$ cat config.mk
export PLATFORM = sky130hd
export DESIGN_NAME = count_sequencer
export DESIGN_NICKNAME = d
export VERILOG_FILES = /design/src/rtl/count_sequencer.sv
export SDC_FILE = /design/constraint.sdc
export NUM_CORES = 1
export LEC_CHECK = 0
export CORE_UTILIZATION = 55
export DETAILED_ROUTE_END_ITERATION = 16
export GPL_ROUTABILITY_DRIVEN = 1
export PLACE_DENSITY = 0.85
export SLEW_MARGIN = 40
export SYNTH_ARGS = -nofsm -noshare
export SYNTH_HDL_FRONTEND = slang
export SYNTH_SLANG_ARGS = --single-unit
$ cat constraint.sdc
create_clock -name Clk -period 2.7 [get_ports Clk]
set_input_delay 0.675 -clock Clk [delete_from_list [all_inputs] [get_ports Clk]]
set_output_delay 0.675 -clock Clk [all_outputs]
set_load 0.05 [all_outputs]
$ cat src/rtl/count_sequencer.sv
// count_sequencer
// Run/stop/single-step controller for a small board-level up counter.
// A prescaler turns the fast board clock into one-cycle En pulses while
// running. Debounced button levels are edge-detected here. A wrap tally is
// kept from the counter's carry-out, and the controller stops in DONE once
// the tally reaches MAX_WRAPS.
//
// Build option:
//   COUNT_SEQ_AUTO_RELOAD_EN - when defined, reaching MAX_WRAPS does not
//   enter DONE. The counter gets a one-cycle reset, the tally clears, and the
//   controller keeps running. Done is then tied low.
module count_sequencer #(
    parameter int unsigned PRESCALE  = 100000000, // board clocks per En pulse (2..2^27-1)
    parameter int unsigned WIDTH     = 3,         // counter width, Count is status only
    parameter int unsigned MAX_WRAPS = 4          // wrap count that ends a run (1..255)
) (
    input  logic             Clk,
    input  logic             Rst,
    input  logic             Start,
    input  logic             Stop,
    input  logic             Step,
    input  logic             Clear,
    input  logic [WIDTH-1:0] Count,
    input  logic             Carry2,
    output logic             En,
    output logic             CntRst,
    output logic [1:0]       State,
    output logic [7:0]       Wraps,
    output logic             Done
);

    // ------------------------------------------------------------------
    // Types and constants
    // ------------------------------------------------------------------
    typedef enum logic [1:0] {
        S_IDLE = 2'b00,
        S_RUN  = 2'b01,
        S_STEP = 2'b10,
        S_DONE = 2'b11
    } state_t;

    // Prescaler width; PRESCALE-1 always fits in $clog2(PRESCALE) bits.
    localparam int unsigned   PW         = $clog2(PRESCALE);
    localparam logic [PW-1:0] PRESC_LAST = PW'(PRESCALE - 1);
    localparam logic [PW-1:0] PRESC_ONE  = PW'(1);
    localparam logic [7:0]    WRAP_LIMIT = 8'(MAX_WRAPS);
    localparam logic [7:0]    WRAP_SAT   = 8'hFF;

    // Button history bit positions.
    localparam int B_STEP  = 0;
    localparam int B_START = 1;
    localparam int B_STOP  = 2;
    localparam int B_CLEAR = 3;

    // ------------------------------------------------------------------
    // Registers
    // ------------------------------------------------------------------
    logic [3:0]    btn_prev_q;
    state_t        state_q,  state_d;
    logic [PW-1:0] presc_q,  presc_d;
    logic          en_q,     en_d;
    logic          cntrst_q, cntrst_d;
    logic [7:0]    wraps_q,  wraps_d;

    // ------------------------------------------------------------------
    // Button edge detection
    // ------------------------------------------------------------------
    logic clear_edge;
    logic stop_edge;
    logic start_edge;
    logic step_edge;

    // Remember last cycle's button levels. Clearing them in reset means a
    // button held through reset is seen as a fresh press right afterwards.
    // NOTE: clocked state is written with non-blocking assignments only, so
    // every register samples the pre-edge value of every other register.
    always_ff @(posedge Clk) begin
        if (Rst) begin
            btn_prev_q <= '0;
        end else begin
            btn_prev_q <= {Clear, Stop, Start, Step};
        end
    end

    assign clear_edge = Clear & ~btn_prev_q[B_CLEAR];
    assign stop_edge  = Stop  & ~btn_prev_q[B_STOP];
    assign start_edge = Start & ~btn_prev_q[B_START];
    assign step_edge  = Step  & ~btn_prev_q[B_STEP];

    // ------------------------------------------------------------------
    // Prescaler terminal and wrap tally helpers
    // ------------------------------------------------------------------
    logic       presc_last;
    logic       wrap_hit;
    logic [7:0] wraps_inc;
    logic       limit_hit;

    assign presc_last = (presc_q == PRESC_LAST);

    // A wrap is a cycle where we are driving En and the counter reports carry.
    assign wrap_hit  = en_q & Carry2;
    assign wraps_inc = (wraps_q == WRAP_SAT) ? WRAP_SAT : wraps_q + 8'd1;
    assign limit_hit = wrap_hit && (wraps_inc == WRAP_LIMIT);

    // Count is only a status input; fold it into a sink so it is consumed.
    logic count_status_unused;
    assign count_status_unused = ^Count;

    // ------------------------------------------------------------------
    // Next-state and registered-output logic
    // ------------------------------------------------------------------
    // Decide the next state, prescaler, tally and the En/CntRst pulses.
    // Override order: per-state behaviour, then the wrap limit, then Clear.
    always_comb begin
        // NOTE: every output of this block gets a default first, so no path
        // can leave a signal unassigned and infer a latch.
        state_d  = state_q;
        presc_d  = presc_q;
        en_d     = 1'b0;
        cntrst_d = 1'b0;
        wraps_d  = wrap_hit ? wraps_inc : wraps_q;

        unique case (state_q)
            S_IDLE: begin
                // Stop has nothing to stop here.
                presc_d = '0;
                if (start_edge) begin
                    state_d = S_RUN;
                end else if (step_edge) begin
                    // The STEP state is entered together with its single En.
                    state_d = S_STEP;
                    en_d    = 1'b1;
                end
            end

            S_RUN: begin
                // Start and Step are ignored while running.
                if (stop_edge) begin
                    // Stop beats a coinciding terminal count: no En issued.
                    state_d = S_IDLE;
                    presc_d = '0;
                end else if (presc_last) begin
                    presc_d = '0;
                    en_d    = 1'b1;
                end else begin
                    presc_d = presc_q + PRESC_ONE;
                end
            end

            S_STEP: begin
                // The En pulse is already on the wire; Stop cannot recall it.
                state_d = S_IDLE;
                presc_d = '0;
            end

            S_DONE: begin
                // Only Start leaves DONE; it restarts from a reset counter.
                presc_d = '0;
                if (start_edge) begin
                    state_d  = S_RUN;
                    cntrst_d = 1'b1;
                    wraps_d  = '0;
                end
            end

            default: begin
                state_d = S_IDLE;
                presc_d = '0;
            end
        endcase

`ifdef COUNT_SEQ_AUTO_RELOAD_EN
        // Reload: reset the counter, restart the tally, keep the current
        // flow (RUN keeps its prescaler phase, STEP still returns to IDLE).
        if (limit_hit) begin
            cntrst_d = 1'b1;
            wraps_d  = '0;
        end
`else
        // Reaching the limit parks the controller in DONE from any state.
        if (limit_hit) begin
            state_d = S_DONE;
            presc_d = '0;
            en_d    = 1'b0;
        end
`endif

        // Clear wins over everything else, in every state.
        if (clear_edge) begin
            state_d  = S_IDLE;
            presc_d  = '0;
            en_d     = 1'b0;
            cntrst_d = 1'b1;
            wraps_d  = '0;
        end

        // The counter must never see reset and enable together.
        if (cntrst_d) begin
            en_d = 1'b0;
        end
    end

    // Register controller state and the outputs to the counter.
    always_ff @(posedge Clk) begin
        if (Rst) begin
            state_q  <= S_IDLE;
            presc_q  <= '0;
            en_q     <= 1'b0;
            cntrst_q <= 1'b0;
            wraps_q  <= '0;
        end else begin
            state_q  <= state_d;
            presc_q  <= presc_d;
            en_q     <= en_d;
            cntrst_q <= cntrst_d;
            wraps_q  <= wraps_d;
        end
    end

    // ------------------------------------------------------------------
    // Outputs
    // ------------------------------------------------------------------
    assign En     = en_q;
    assign CntRst = cntrst_q;
    assign State  = state_q;
    assign Wraps  = wraps_q;

`ifdef COUNT_SEQ_AUTO_RELOAD_EN
    assign Done = 1'b0;
`else
    assign Done = (state_q == S_DONE);
`endif

    // ------------------------------------------------------------------
    // Invariants
    // ------------------------------------------------------------------
    // Reset and enable to the counter are mutually exclusive.
    a_no_en_with_rst : assert property (@(posedge Clk) disable iff (Rst)
        !(en_q && cntrst_q));

    // STEP lasts exactly one cycle.
    a_step_one_cycle : assert property (@(posedge Clk) disable iff (Rst)
        (state_q == S_STEP) |=> (state_q != S_STEP));

    // No enable is issued while parked in DONE.
    a_done_quiet : assert property (@(posedge Clk) disable iff (Rst)
        (state_q == S_DONE) |-> !en_q);

endmodule

==> key figures <==
Run status
  • Outcome: completed

Yosys
  • Ys async rst share: 0%
  • Mux contribution to synthesized area: 1.45%
  • Dominant cells by area after synthesis: dfxtp_1 42%, xor2_1 8.0%, nor3_2 7.3%, nor3_1 3.6%, nand4_1 3.3%
  • Post-synthesis simple-gate area fraction: 35.0%
  • Mapped Nets: 234
  • Yosys top cell area share: 41.6%
  • Synthesized area: 0.00207 mm^2
  • Post-synth EDFFs: 0
  • Largest family of logic cells by synthesized area: simple AND/OR/NAND/NOR gates
  • Yosys top cell by area: dfxtp_1
  • Mapped Avg Cell Area: 9.33 um^2
  • Synth warn: 0
  • Main synth FF type: dfxtp_1
  • Count of state elements after synthesis: between 40 and 50
  • Adder and majority gate portion of the synthesized area: about 1.2%
  • Synth Instances: roughly 220
  • Post-Synth XOR/XNOR Area: between 10% and 20%
  • Post-synth cell types: 40
  • Compound-Gate Fraction of Synth Area: ~6.2%
  • Sequential-to-total area share from yosys stat: around 42%

Clocking
  • CTS tree: built
  • CTS resizes: 0
  • # hold bufs at CTS: 0
  • Clock Latency Late Sink: 300 ps
  • CTS Buf Count: 5
  • Post-CTS Setup Repair Bufs: 0
  • Clock Pin Slew Worst Setup and Hold Paths: 70 ps
  • CTS Buffer Depth: 2
  • CTS root buf: clkbuf_8
  • Number of H-tree levels: 2
  • CTS sink cnt: 43

Timing
  • Tmin final: 2380 ps
  • Fmax: ~0.42 GHz
  • Final period util: 88.3%
  • Final TNS setup: 0 ps
  • Clock Skew: approximately 9.6 ps
  • Worst slew pin tran: 609 ps
  • Max_slew headroom: between 50% and 60%
  • Final setup vio count: 0
  • Slew Viols, Final: 0
  • Final hold vios: 0
  • RSZ-0062 raised after global routing: no

Floorplanning
  • # rows: 21
  • CORE AREA: 0.00347 mm^2
  • Die Wd: approximately 63 um
  • Starting Density: 59.7%
  • Die Area: 0.00401 mm^2
  • Top Ports: 23
  • Die height: 63.4 um

Finish
  • Area delta synth->final: 16.7%
  • Final instance area: 0.00242 mm^2
  • Fraction of layout cells with a size suffix above 1: around an eighth
  • Non-Filler Instances: 291
  • Final #Nets: 256
  • Most frequent cells in the layout: 43 x dfxtp_1, 19 x xor2_1, 19 x clkdlybuf4s50_1
  • Diode count: 0
  • Fin util: 69.7%
  • Most common cell after layout, fill and taps aside: dfxtp_1

Drt
  • Initial DRC count: 146
  • Vias per cell: 5.70
  • Routed wire per std cell: 13.7 um
  • First drt pass iteration count: 4
  • Final wirelength: 3.98 mm
  • Remaining DRCs: 0
  • Via count: 1658
  • Final ANT Viol Nets: 0

Global routing
  • First-pass GRT wire length: 7.08 mm
  • Antenna violations before repair: 0
  • Largest net degree at the start of global routing: 28
  • Vias in the first global route: 1599
  • GR Overflow Total: 0
  • Total track usage: between 20% and 30%

Setup path
  • Worst path max stage delay: 810 ps
  • Worst EP arrival: 1710 ps
  • CP max-delay cell: clkdlybuf4s50_1
  • CP Buf/Inv Count: 2
  • Crit end category: output port
  • Crit path launch type: register
  • Cell chain of the critical path: nand2_1 > inv_1 > clkdlybuf4s50_1
  • RR Startpoint: Wraps[1]
  • Req. time, crit path: 2030 ps
  • Max FO, Critical Path: 5
  • Start point of the critical path: State[0]
  • Setup CP Type: register to output port
  • CP delay by family, top: buffers and inverters

Placed design
  • I/O Buffers: 19
  • Placed Cells: about 280
  • Area after DPL: between 0.002 and 0.0025 mm^2
  • GPL Wtd Cong: 0.879
  • Post-DP HPWL: 2.76 mm

Power
  • LEAKAGE: 0.000781 uW
  • Peak VDD IR: 0.373 mV
  • Power Dens Cells: 473 mW/mm^2

Job
  • Max_cap viols: 0

Hold path
  • Hold path start: presc_q[0]
  • HP Class: register to register
## synth_stat cells (2+ instances only)
master,count
nor3b_1,3
mux2i_1,3
nand2_1,15
clkbuf_1,2
nor2b_1,6
nor2_1,15
nor4b_1,2
nand3_1,11
a311oi_1,2
a21oi_1,4
nor3_2,15
ha_1,2
a31oi_1,3
or2_2,2
nand3b_1,2
nor4_1,2
a41oi_1,2
nand4_1,11
xor2_1,19
nor3_1,15
a211oi_1,3
nand2b_1,6
xnor2_1,7
buf_6,2
dfxtp_1,43
inv_1,4
and3_1,6
buf_2,3
## state kept, by name (all words and copies together), names as in the netlist
| register | flops |
|---|---|
| presc_q | 27 |
| Wraps | 8 |
| btn_prev_q | 4 |
| State | 2 |
| CntRst | 1 |
| En | 1 |
## layout make-up
type	count	area, um^2
clock buffer	8	100
fill	278	1050
inverter	4	15.0
multi-input combinational	167	1150
sequential	43	861
tap	46	57.6
timing repair buffer	23	233
## through the flow
step                      hold slack (ps)  power (uW)  worst slack, ps
final                                 509        1140              316
after global routing                  520        1190              257
after CTS                             506        1150              311
after detailed placement              492         714              379
after global placement                483         713              399
after floorplan                       458         693              268
## logic make-up (layout without fill, tap and decap cells)
logic type	after synthesis	after routing
xor+xnor	26	26
flops	43	43
mux	3	3
fa+ha+maj	2	2
buf+inv	12	35
simple gates	118	118
compound gates	18	18
## report_power, final
part | total (uW) | internal, uW | leakage (uW) | switching, uW
Sequential | 645 | 640 | 0.000348 | 4.30
Combinational | 54.7 | 23.9 | 0.000381 | 30.8
Clock | 444 | 233 | 0.0000515 | 210
Total | 1140 | 898 | 0.000781 | 246
## routing by layer
| layer | share of wire, % | global-route usage, % | wire length [um] |
|---|---|---|---|
| met2 | 49 | 35.5 | 1940 |
| met3 | 3.5 | 4.35 | 138 |
| met5 | 0 | 0 | 0 |
| met4 | 0.83 | 8.52 | 33 |
| met1 | 47 | 29.1 | 1870 |
## worst paths after layout
kind                 end  depth (start not counted)  slack, ps
max                 Done                          3        320
max reg2reg  presc_q[12]                          7        500
min           presc_q[0]                          1        510
min reg2reg   presc_q[0]                          1        510
Power figures use the tool's default switching activity.
